===== config.mk =====
export PLATFORM = sky130hd
export DESIGN_NAME = anubis_cbc_ctrl
export DESIGN_NICKNAME = d
export VERILOG_FILES = /design/src/rtl/anubis_cbc_ctrl.sv
export SDC_FILE = /design/constraint.sdc
export NUM_CORES = 1
export LEC_CHECK = 0
export BUFFER_PORTS_ARGS = -buffer_cell sky130_fd_sc_hd__buf_2
export CORE_AREA = 2 2 279 281
export DETAILED_ROUTE_END_ITERATION = 6
export DIE_AREA = 0 0 281 283
export MAX_ROUTING_LAYER = met4
export PLACE_DENSITY_LB_ADDON = 0.05
export SYNTH_ARGS = -nofsm -noshare
export SYNTH_HDL_FRONTEND = slang
export SYNTH_SLANG_ARGS = --single-unit

===== constraint.sdc =====
create_clock -name clk -period 1.96 [get_ports clk]
set_input_delay 0.392 -clock clk [delete_from_list [all_inputs] [get_ports clk]]
set_output_delay 0.392 -clock clk [all_outputs]
set_load 0.03 [all_outputs]

===== src/rtl/anubis_cbc_ctrl.sv =====
// anubis_cbc_ctrl: assembles 4x32-bit words into a block, optional CBC chaining, drives the Anubis core and serializes the result
module anubis_cbc_ctrl #(
  parameter int TIMEOUT_CYCLES = 1023
) (
  input  logic         clk,
  input  logic         reset,
  input  logic         in_valid,
  output logic         in_ready,
  input  logic [31:0]  in_data,
  input  logic         key_load,
  input  logic [127:0] key_in,
  input  logic         iv_load,
  input  logic [127:0] iv_in,
  input  logic         mode_in,
  output logic         out_valid,
  input  logic         out_ready,
  output logic [31:0]  out_data,
  output logic         busy,
  output logic         timeout_err,
  output logic         core_start,
  output logic [127:0] core_plain_text,
  output logic [127:0] core_key,
  input  logic [127:0] core_cipher_text,
  input  logic         core_end_flag
);
  typedef enum logic [2:0] {COLLECT, START, WAIT_LOW, WAIT_HIGH, EMIT} state_t;
  state_t state_q, state_d;
  logic [1:0] word_cnt_q, word_cnt_d, out_cnt_q, out_cnt_d;
  logic [95:0] buf_q, buf_d;
  logic [127:0] plain_q, plain_d, key_q, key_d, chain_q, chain_d, cipher_q, cipher_d;
  logic mode_q, mode_d, terr_q, terr_d;
  logic [9:0] wd_q, wd_d;
  logic in_fire, out_fire, load_ok, waiting, done, expire, last_in;
  logic [127:0] block;
  always_comb begin
    in_fire  = state_q == COLLECT && in_valid;
    last_in  = in_fire && word_cnt_q == 2'd3;
    out_fire = state_q == EMIT && out_ready;
    load_ok  = state_q == COLLECT && word_cnt_q == 2'd0;
    waiting  = state_q == WAIT_LOW || state_q == WAIT_HIGH;
    done     = state_q == WAIT_HIGH && core_end_flag;
    // completion on the expiry cycle takes priority over the abort
    expire   = waiting && wd_q == 10'(TIMEOUT_CYCLES - 1) && !done;
    block    = {buf_q, in_data};
    buf_d      = in_fire ? {buf_q[63:0], in_data} : buf_q;
    word_cnt_d = in_fire ? word_cnt_q + 2'd1 : word_cnt_q;
    plain_d    = last_in ? (mode_q ? block ^ chain_q : block) : plain_q;
    key_d      = load_ok && key_load ? key_in : key_q;
    mode_d     = load_ok && iv_load ? mode_in : mode_q;
    chain_d    = load_ok && iv_load ? iv_in : done && mode_q ? core_cipher_text : chain_q;
    terr_d     = expire || (terr_q && !(load_ok && iv_load));
    cipher_d   = done ? core_cipher_text : cipher_q;
    out_cnt_d  = out_fire ? out_cnt_q + 2'd1 : out_cnt_q;
    wd_d       = state_q == START ? 10'd0 : waiting ? wd_q + 10'd1 : wd_q;
    state_d    = state_q;
    case (state_q)
      COLLECT:   state_d = last_in ? START : COLLECT;
      START:     state_d = WAIT_LOW;
      WAIT_LOW:  state_d = expire ? COLLECT : !core_end_flag ? WAIT_HIGH : WAIT_LOW;
      WAIT_HIGH: state_d = done ? EMIT : expire ? COLLECT : WAIT_HIGH;
      EMIT:      state_d = out_fire && out_cnt_q == 2'd3 ? COLLECT : EMIT;
      default:   state_d = COLLECT;
    endcase
  end
  always_ff @(posedge clk) begin
    if (reset) begin
      state_q    <= COLLECT;
      word_cnt_q <= '0;
      out_cnt_q  <= '0;
      buf_q      <= '0;
      plain_q    <= '0;
      key_q      <= '0;
      chain_q    <= '0;
      cipher_q   <= '0;
      mode_q     <= 1'b0;
      terr_q     <= 1'b0;
      wd_q       <= '0;
    end else begin
      state_q    <= state_d;
      word_cnt_q <= word_cnt_d;
      out_cnt_q  <= out_cnt_d;
      buf_q      <= buf_d;
      plain_q    <= plain_d;
      key_q      <= key_d;
      chain_q    <= chain_d;
      cipher_q   <= cipher_d;
      mode_q     <= mode_d;
      terr_q     <= terr_d;
      wd_q       <= wd_d;
    end
  end
  assign in_ready        = state_q == COLLECT;
  assign busy            = state_q != COLLECT;
  assign core_start      = state_q == START;
  assign out_valid       = state_q == EMIT;
  assign timeout_err     = terr_q;
  assign core_plain_text = plain_q;
  assign core_key        = key_q;
  assign out_data        = out_cnt_q == 2'd0 ? cipher_q[127:96] :
                           out_cnt_q == 2'd1 ? cipher_q[95:64] :
                           out_cnt_q == 2'd2 ? cipher_q[63:32] : cipher_q[31:0];
endmodule


==> Implementation_results.wiki, run 1 <==
{| class="wikitable"
! Metric !! Value
|-
| Post-Syn Nets || 3733
|-
| Post-Route Hold Slack || 22.83 ps
|-
| Count of buffer and inverter cells on the critical path || 3
|-
| I/O pins || 717
|-
| Number of sinks driven by the clock tree || 627
|-
| Largest net degree at the start of global routing || 141
|-
| Most used DFF post-synth || sky130_fd_sc_hd__dfxtp_1
|-
| Number of synthesized flops with an enable pin || 0
|-
| Count of input and output buffers || 716
|-
| Count of state elements after synthesis || 627
|-
| CTS Buf Count || 74
|-
| Logic depth of the worst register-to-register path || 9
|-
| Antenna-violating nets left || 0
|-
| Start-to-end type of the worst setup path || reg2out
|-
| Overall die height || 283 µm
|-
| Critical register-to-register path endpoint || core_plain_text[67]
|-
| Terminating pin of the worst hold path || core_key[78]
|-
| CTS max path bufs || 3
|-
| Crit path launch || out_cnt_q[0]
|-
| Leakage component of the power || 13.96 nW
|-
| Hold Crit Depth || 3
|-
| Cell type with the largest total area after synthesis || sky130_fd_sc_hd__dfxtp_1
|-
| CTS tree || yes
|-
| Average cell area after synthesis || 8.203 µm²
|-
| Via-per-instance ratio || 5.633
|-
| Outcome || finished with violations
|-
| Fillers || 7619
|-
| Insertion delay to the later sink of the worst-skew pair || 620 ps
|-
| Setup_tns || -19160 ps
|-
| Final non-filler cell total || 5039
|-
| Number of instances in the synthesized netlist || 3301
|-
| Power density over cell area || 891.1 nW/µm²
|-
| Post-synth cell types || 39
|-
| Setup repair after global routing missed its margin || yes
|-
| Yosys warns || 0
|-
| Most frequent cell after synthesis || sky130_fd_sc_hd__dfxtp_1
|-
| Source of the worst hold timing path || key_in[78]
|-
| Slowest library cell on the worst path || sky130_fd_sc_hd__dfxtp_2
|-
| Clock slew seen by the registers of the worst setup and hold paths || 60 ps
|-
| Std-Cell Rows || 102
|-
| Floorplan Core Area || 76700 µm²
|-
| Clock root buffer master || sky130_fd_sc_hd__clkbuf_16
|-
| Kind of start point of the critical path || flip-flop
|-
| Worst max-slew margin expressed relative to the limit || 45.66%
|-
| Max incr delay on CP || 320 ps
|-
| Share of layout cells above drive strength 1 || 28.80%
|-
| Die width || 281 µm
|-
| Remaining design rule violation count || 0
|-
| Number of maximum-capacitance violations || 0
|-
| Placed cell area || 32140 µm²
|-
| Top cell types by occurrence after synthesis || 627 x sky130_fd_sc_hd__dfxtp_1, 620 x sky130_fd_sc_hd__nand2_1, 617 x sky130_fd_sc_hd__a21oi_1
|-
| Slew at the pin with the worst max-slew slack || 815.1 ps
|-
| Total half-perimeter wirelength after legalization and detailed placement || 97040 µm
|-
| Wire length of the first global-routing pass || 187100 µm
|-
| Post-route design area || 36420 µm²
|-
| Cell class contributing the biggest share of worst-path delay || multiplexers
|-
| Via count of the routed design || 28390
|-
| Area growth from synthesis to layout || 34.50%
|-
| Count of endpoints failing hold in the final timing report || 0
|-
| Share of the clock period used by the worst path || 131.0%
|-
| CP Data Arrival Time || 2180 ps
|-
| Post-route minimum period || 2567 ps
|-
| Post-layout nets || 4351
|-
| Total detailed-routing wirelength || 134800 µm
|-
| Utilization after layout || 47.49%
|-
| Cell-by-cell trace of the critical path || inv_2, ha_4, buf_12, mux2i_1, o21ai_1, mux2_2, buf_6
|-
| Least setup slack across all paths after layout || -607.1 ps
|-
| Netlist area before placement || 27080 µm²
|-
| Drt first-iter violations || 2782
|-
| Gr ovfl total || 0
|-
| Peak Freq || 0.3895 GHz
|-
| Pre-CTS setup slack || -75.72 ps
|-
| Violated checks || setup timing
|-
| Top post-synthesis cells by area || sky130_fd_sc_hd__dfxtp_1 46%, sky130_fd_sc_hd__a21oi_1 11%, sky130_fd_sc_hd__nand2_1 8.6%
|-
| Number of global-route vias before repair || 27310
|-
| First-pass iteration count of the detailed router || 6
|-
| Clock H-tree levels || 3
|-
| Worst Hold Class || in2reg
|-
| Total design power || 32.45 mW
|-
| Final count of pins violating max slew || 0
|-
| Setup slack of the worst register-to-register path || -50 ps
|-
| Number of antenna violations at the first check in global routing || 33
|-
| Worst vdd rail ir drop || 0.0006227 V
|-
| Final GP Congestion || 0.9696
|-
| Share of the synthesized area in the top cell type || 46.35%
|-
| Worst Setup End Kind || output pin
|-
| Setup clock skew after layout || 18.80 ps
|-
| Data required, critical path || 1570 ps
|-
| GRT Util Overall || 32.55%
|-
| Average wire per cell in the routed design || 26.75 µm
|-
| Dpl cells || 4821
|-
| Worst R2R Start || state_q[2]
|-
| Starting density of the core || 35.31%
|-
| Seq/Total Area, Yosys || 46.35%
|-
| Share of async-settable or async-resettable flops after synthesis || 0%
|-
| Final setup viols || 69
|-
| Crit path max fanout || 7
|-
| Die Footprint || 79520 µm²
|}
==> cell families after synthesis <==
kind of cell               synth area share [%]
adders and majority gates                0.3696
AOI/OAI and AO/OA                         28.26
buffers and inverters                     6.154
DFF                                       46.35
xor gates and xnor gates                  4.237
and+or+nand+nor                           12.00
muxes                                     2.624
==> worst max path at each step <==
| stage | slack [ps] | cells after the start | to |
|---|---|---|---|
| after global routing | -660 | 7 | out_data[16] |
| after global placement | -30 | 7 | chain_q[126] |
| final | -610 | 7 | out_data[18] |
| after detailed placement | -80 | 7 | out_data[22] |
| after CTS | -610 | 8 | out_data[7] |
| after floorplan | -40 | 7 | out_data[10] |
==> cell type report <==
| class | instances | area [µm²] | area share, % |
|---|---|---|---|
| multi-input combinational | 2295 | 13430 | 36.86 |
| sequential | 627 | 12570 | 34.51 |
| timing repair buffer | 908 | 6510 | 17.87 |
| clock buffer | 110 | 2262 | 6.211 |
| tap | 1040 | 1301 | 3.573 |
| clock inverter | 19 | 231.5 | 0.6355 |
| antenna | 27 | 67.56 | 0.1855 |
| inverter | 13 | 55.05 | 0.1512 |
==> cells in the final DEF (no fill, tap or decap), drive strengths merged, types with 3 or more instances in the layout <==
cell type      n
o31ai        130
mux2          32
dfxtp        627
or3            3
nand3b         4
nor2           6
dlygate4sd3   11
diode         27
clkinv        13
nand4          3
a21oi        617
xor2         129
bufinv         5
ha             8
nand3        134
nand2        620
a211oi       129
inv           14
nor3           4
mux2i         35
clkbuf       124
o21ai        293
a32oi        128
buf          883
==> metal layers <==
| layer | wire length [µm] | GRT usage, % |
|---|---|---|
| met1 | 53870 | 40.19 |
| met2 | 64420 | 52.19 |
| met3 | 10510 | 5.921 |
| met4 | 6018 | 13.44 |
| met5 | 0 | - |
==> state kept, by name, indices dropped and copies added (netlist names) <==
register         cells
word_cnt_q           2
cipher_q           128
core_key           128
core_plain_text    128
buf_q               96
wd_q                10
timeout_err          1
out_cnt_q            2
chain_q            128
state_q              3
mode_q               1
==> worst reg2reg max path: cells and delay by family, from the launching register on <==
family	cells	cell delay, ps
flops	1	360
simple gates	2	570
buf+inv	6	870
compound gates	1	70
==> where the power goes <==
| part | internal (mW) | switching, mW | total, mW |
|---|---|---|---|
| sequential | 13.3 | 0.417 | 13.7 |
| combinational | 1.50 | 2.90 | 4.39 |
| clock | 8.62 | 5.73 | 14.4 |
==> what timing repair did <==
| item | CTS | global route |
|---|---|---|
| hold endpoints to repair | 11 | 0 |
| cloned | 3 | 19 |
| resized for setup | 139 | 119 |
| pin swaps | 5 | 19 |
| setup buffers | 9 | 22 |
| hold buffers | 11 | 0 |
| endpoints found under the setup margin | 37 | 228 |
Power figures use the tool's default switching activity.
==> run 2, diff against run 1 <==
RECOVER_POWER = 25   (was unset)
==> Implementation_results.wiki, run 2 (synthesis gave the netlist of run 1 again) <==
{| class="wikitable"
! Metric !! Value
|-
| Worst Hold Class || in2reg (unchanged)
|-
| Number of antenna violations at the first check in global routing || 33 (unchanged)
|-
| Clock H-tree levels || 3 (unchanged)
|-
| Commonest non-fill, non-tap cell in the layout || sky130_fd_sc_hd__dfxtp_1 (was sky130_fd_sc_hd__buf_2)
|-
| Slew at the pin with the worst max-slew slack || 819.7 ps (was 815.1 ps)
|-
| First-pass iteration count of the detailed router || 5 (was 6)
|-
| Power density over cell area || 897.6 nW/µm² (was 891.1 nW/µm²)
|-
| Source of the worst hold timing path || key_in[78] (unchanged)
|-
| Utilization after layout || 47.10% (was 47.49%)
|-
| Die Footprint || 79520 µm² (unchanged)
|-
| Share of layout cells above drive strength 1 || 24.02% (was 28.80%)
|-
| Setup clock skew after layout || 22.59 ps (was 18.80 ps)
|-
| CP Data Arrival Time || 2170 ps (was 2180 ps)
|-
| Clock root buffer master || sky130_fd_sc_hd__clkbuf_16 (unchanged)
|-
| Remaining design rule violation count || 0 (unchanged)
|-
| Gr ovfl total || 0 (unchanged)
|-
| CTS Buf Count || 74 (unchanged)
|-
| Total design power || 32.43 mW (was 32.45 mW)
|-
| Post-Route Hold Slack || 22.25 ps (was 22.83 ps)
|-
| Die width || 281 µm (unchanged)
|-
| Share of the clock period used by the worst path || 130.8% (was 131.0%)
|-
| Clock slew seen by the registers of the worst setup and hold paths || 60 ps (about the same)
|-
| Peak Freq || 0.3901 GHz (was 0.3895 GHz)
|-
| Area growth from synthesis to layout || 33.41% (was 34.50%)
|-
| Pre-CTS setup slack || -75.72 ps (unchanged)
|-
| Via-per-instance ratio || 5.642 (was 5.633)
|-
| CTS max path bufs || 3 (unchanged)
|-
| Worst max-slew margin expressed relative to the limit || 45.35% (was 45.66%)
|-
| Violated checks || setup timing (unchanged)
|-
| Kind of start point of the critical path || flip-flop (unchanged)
|-
| Drt first-iter violations || 2949 (was 2782)
|-
| Number of global-route vias before repair || 27310 (unchanged)
|-
| Total detailed-routing wirelength || 134700 µm (was 134800 µm)
|-
| Crit path max fanout || 5 (was 7)
|-
| Worst R2R Start || state_q[1] (was state_q[2])
|-
| Std-Cell Rows || 102 (unchanged)
|-
| Floorplan Core Area || 76700 µm² (unchanged)
|-
| Dpl cells || 4821 (unchanged)
|-
| Final count of pins violating max slew || 0 (unchanged)
|-
| Least setup slack across all paths after layout || -603.2 ps (was -607.1 ps)
|-
| Worst Setup End Kind || output pin (unchanged)
|-
| Count of endpoints failing hold in the final timing report || 0 (unchanged)
|-
| Leakage component of the power || 13.17 nW (was 13.96 nW)
|-
| Start-to-end type of the worst setup path || reg2out (unchanged)
|-
| Final non-filler cell total || 5039 (unchanged)
|-
| Starting density of the core || 35.31% (unchanged)
|-
| Setup repair after global routing missed its margin || yes (unchanged)
|-
| Antenna-violating nets left || 0 (unchanged)
|-
| Via count of the routed design || 28430 (was 28390)
|-
| Average wire per cell in the routed design || 26.74 µm (was 26.75 µm)
|-
| Post-layout nets || 4351 (unchanged)
|-
| Post-route design area || 36130 µm² (was 36420 µm²)
|-
| GRT Util Overall || 32.55% (unchanged)
|-
| Crit path launch || out_cnt_q[0] (unchanged)
|-
| Largest net degree at the start of global routing || 141 (unchanged)
|-
| Post-route minimum period || 2563 ps (was 2567 ps)
|-
| Worst vdd rail ir drop || 0.0006235 V (was 0.0006227 V)
|-
| Number of sinks driven by the clock tree || 627 (unchanged)
|-
| Setup_tns || -59210 ps (was -19160 ps)
|-
| Final setup viols || 313 (was 69)
|-
| Insertion delay to the later sink of the worst-skew pair || 620 ps (about the same)
|-
| I/O pins || 717 (unchanged)
|-
| Wire length of the first global-routing pass || 187100 µm (unchanged)
|-
| Count of input and output buffers || 716 (unchanged)
|-
| Placed cell area || 32140 µm² (unchanged)
|-
| CTS tree || yes (unchanged)
|-
| Data required, critical path || 1570 ps (about the same)
|-
| Final GP Congestion || 0.9696 (unchanged)
|-
| Total half-perimeter wirelength after legalization and detailed placement || 97040 µm (unchanged)
|-
| Outcome || finished with violations (unchanged)
|-
| Leading cell types in the layout, fill and taps excluded || 622 x sky130_fd_sc_hd__dfxtp_1, 620 x sky130_fd_sc_hd__nand2_1, 612 x sky130_fd_sc_hd__a21oi_1 (was 677 x sky130_fd_sc_hd__buf_2, 621 x sky130_fd_sc_hd__dfxtp_1, 620 x sky130_fd_sc_hd__nand2_1)
|-
| Overall die height || 283 µm (unchanged)
|-
| Number of maximum-capacitance violations || 0 (unchanged)
|}
-- run 2: cell type report --
class | instances | area [µm²]
Fill cell | 7714 | 40570
Multi-Input combinational cell | 2295 | 13420
Sequential cell | 627 | 12570
Timing Repair Buffer | 908 | 6226
Clock buffer | 110 | 2262
Tap cell | 1040 | 1301
Clock inverter | 19 | 231.5
Antenna cell | 27 | 67.56
Inverter | 13 | 55.05
-- run 2: power breakdown --
part,total (mW),switching (mW),internal (mW)
Combinational,4.34,2.89,1.45
Sequential,13.7,0.419,13.3
Clock,14.4,5.75,8.62
Total,32.4,9.07,23.4
-- run 2: routing by layer --
metal / GRT usage (%) / share of wire [%] / vias to the layer above / wire length (µm)
li1: - / - / 13040 / -
met4: 13.44 / 4.5 / 0 / 6080
met2: 52.19 / 48 / 1288 / 64320
met5: - / 0 / - / 0
met3: 5.921 / 7.6 / 231 / 10290
met1: 40.19 / 40 / 13870 / 54030
-- run 2: critical path: stages (launching register included) --
cell and delay (ps):
sky130_fd_sc_hd__dfxtp_2 320, sky130_fd_sc_hd__inv_2 70, sky130_fd_sc_hd__ha_4 240, sky130_fd_sc_hd__buf_12 160
sky130_fd_sc_hd__mux2i_2 220, sky130_fd_sc_hd__o21ai_1 100, sky130_fd_sc_hd__mux2_4 300, sky130_fd_sc_hd__buf_6 140
-- run 2: path summary, 6_finish.rpt --
check / end / slack, ps / cells past startpoint
setup reg to reg: chain_q[13] / -340 / 9
hold / removal: core_key[78] / 20 / 3
setup / recovery: out_data[22] / -600 / 7
hold reg to reg: cipher_q[117] / 450 / 2
-- run 2: repair_timing --
item                                    4_1_cts  5_1_grt
endpoints found under the setup margin       37      228
gates resized for setup                     139      119
gates cloned                                  3       19
setup buffers                                 9       22
hold buffers                                 11        0
pin swaps                                     5       19
endpoints found under the hold margin        11        0
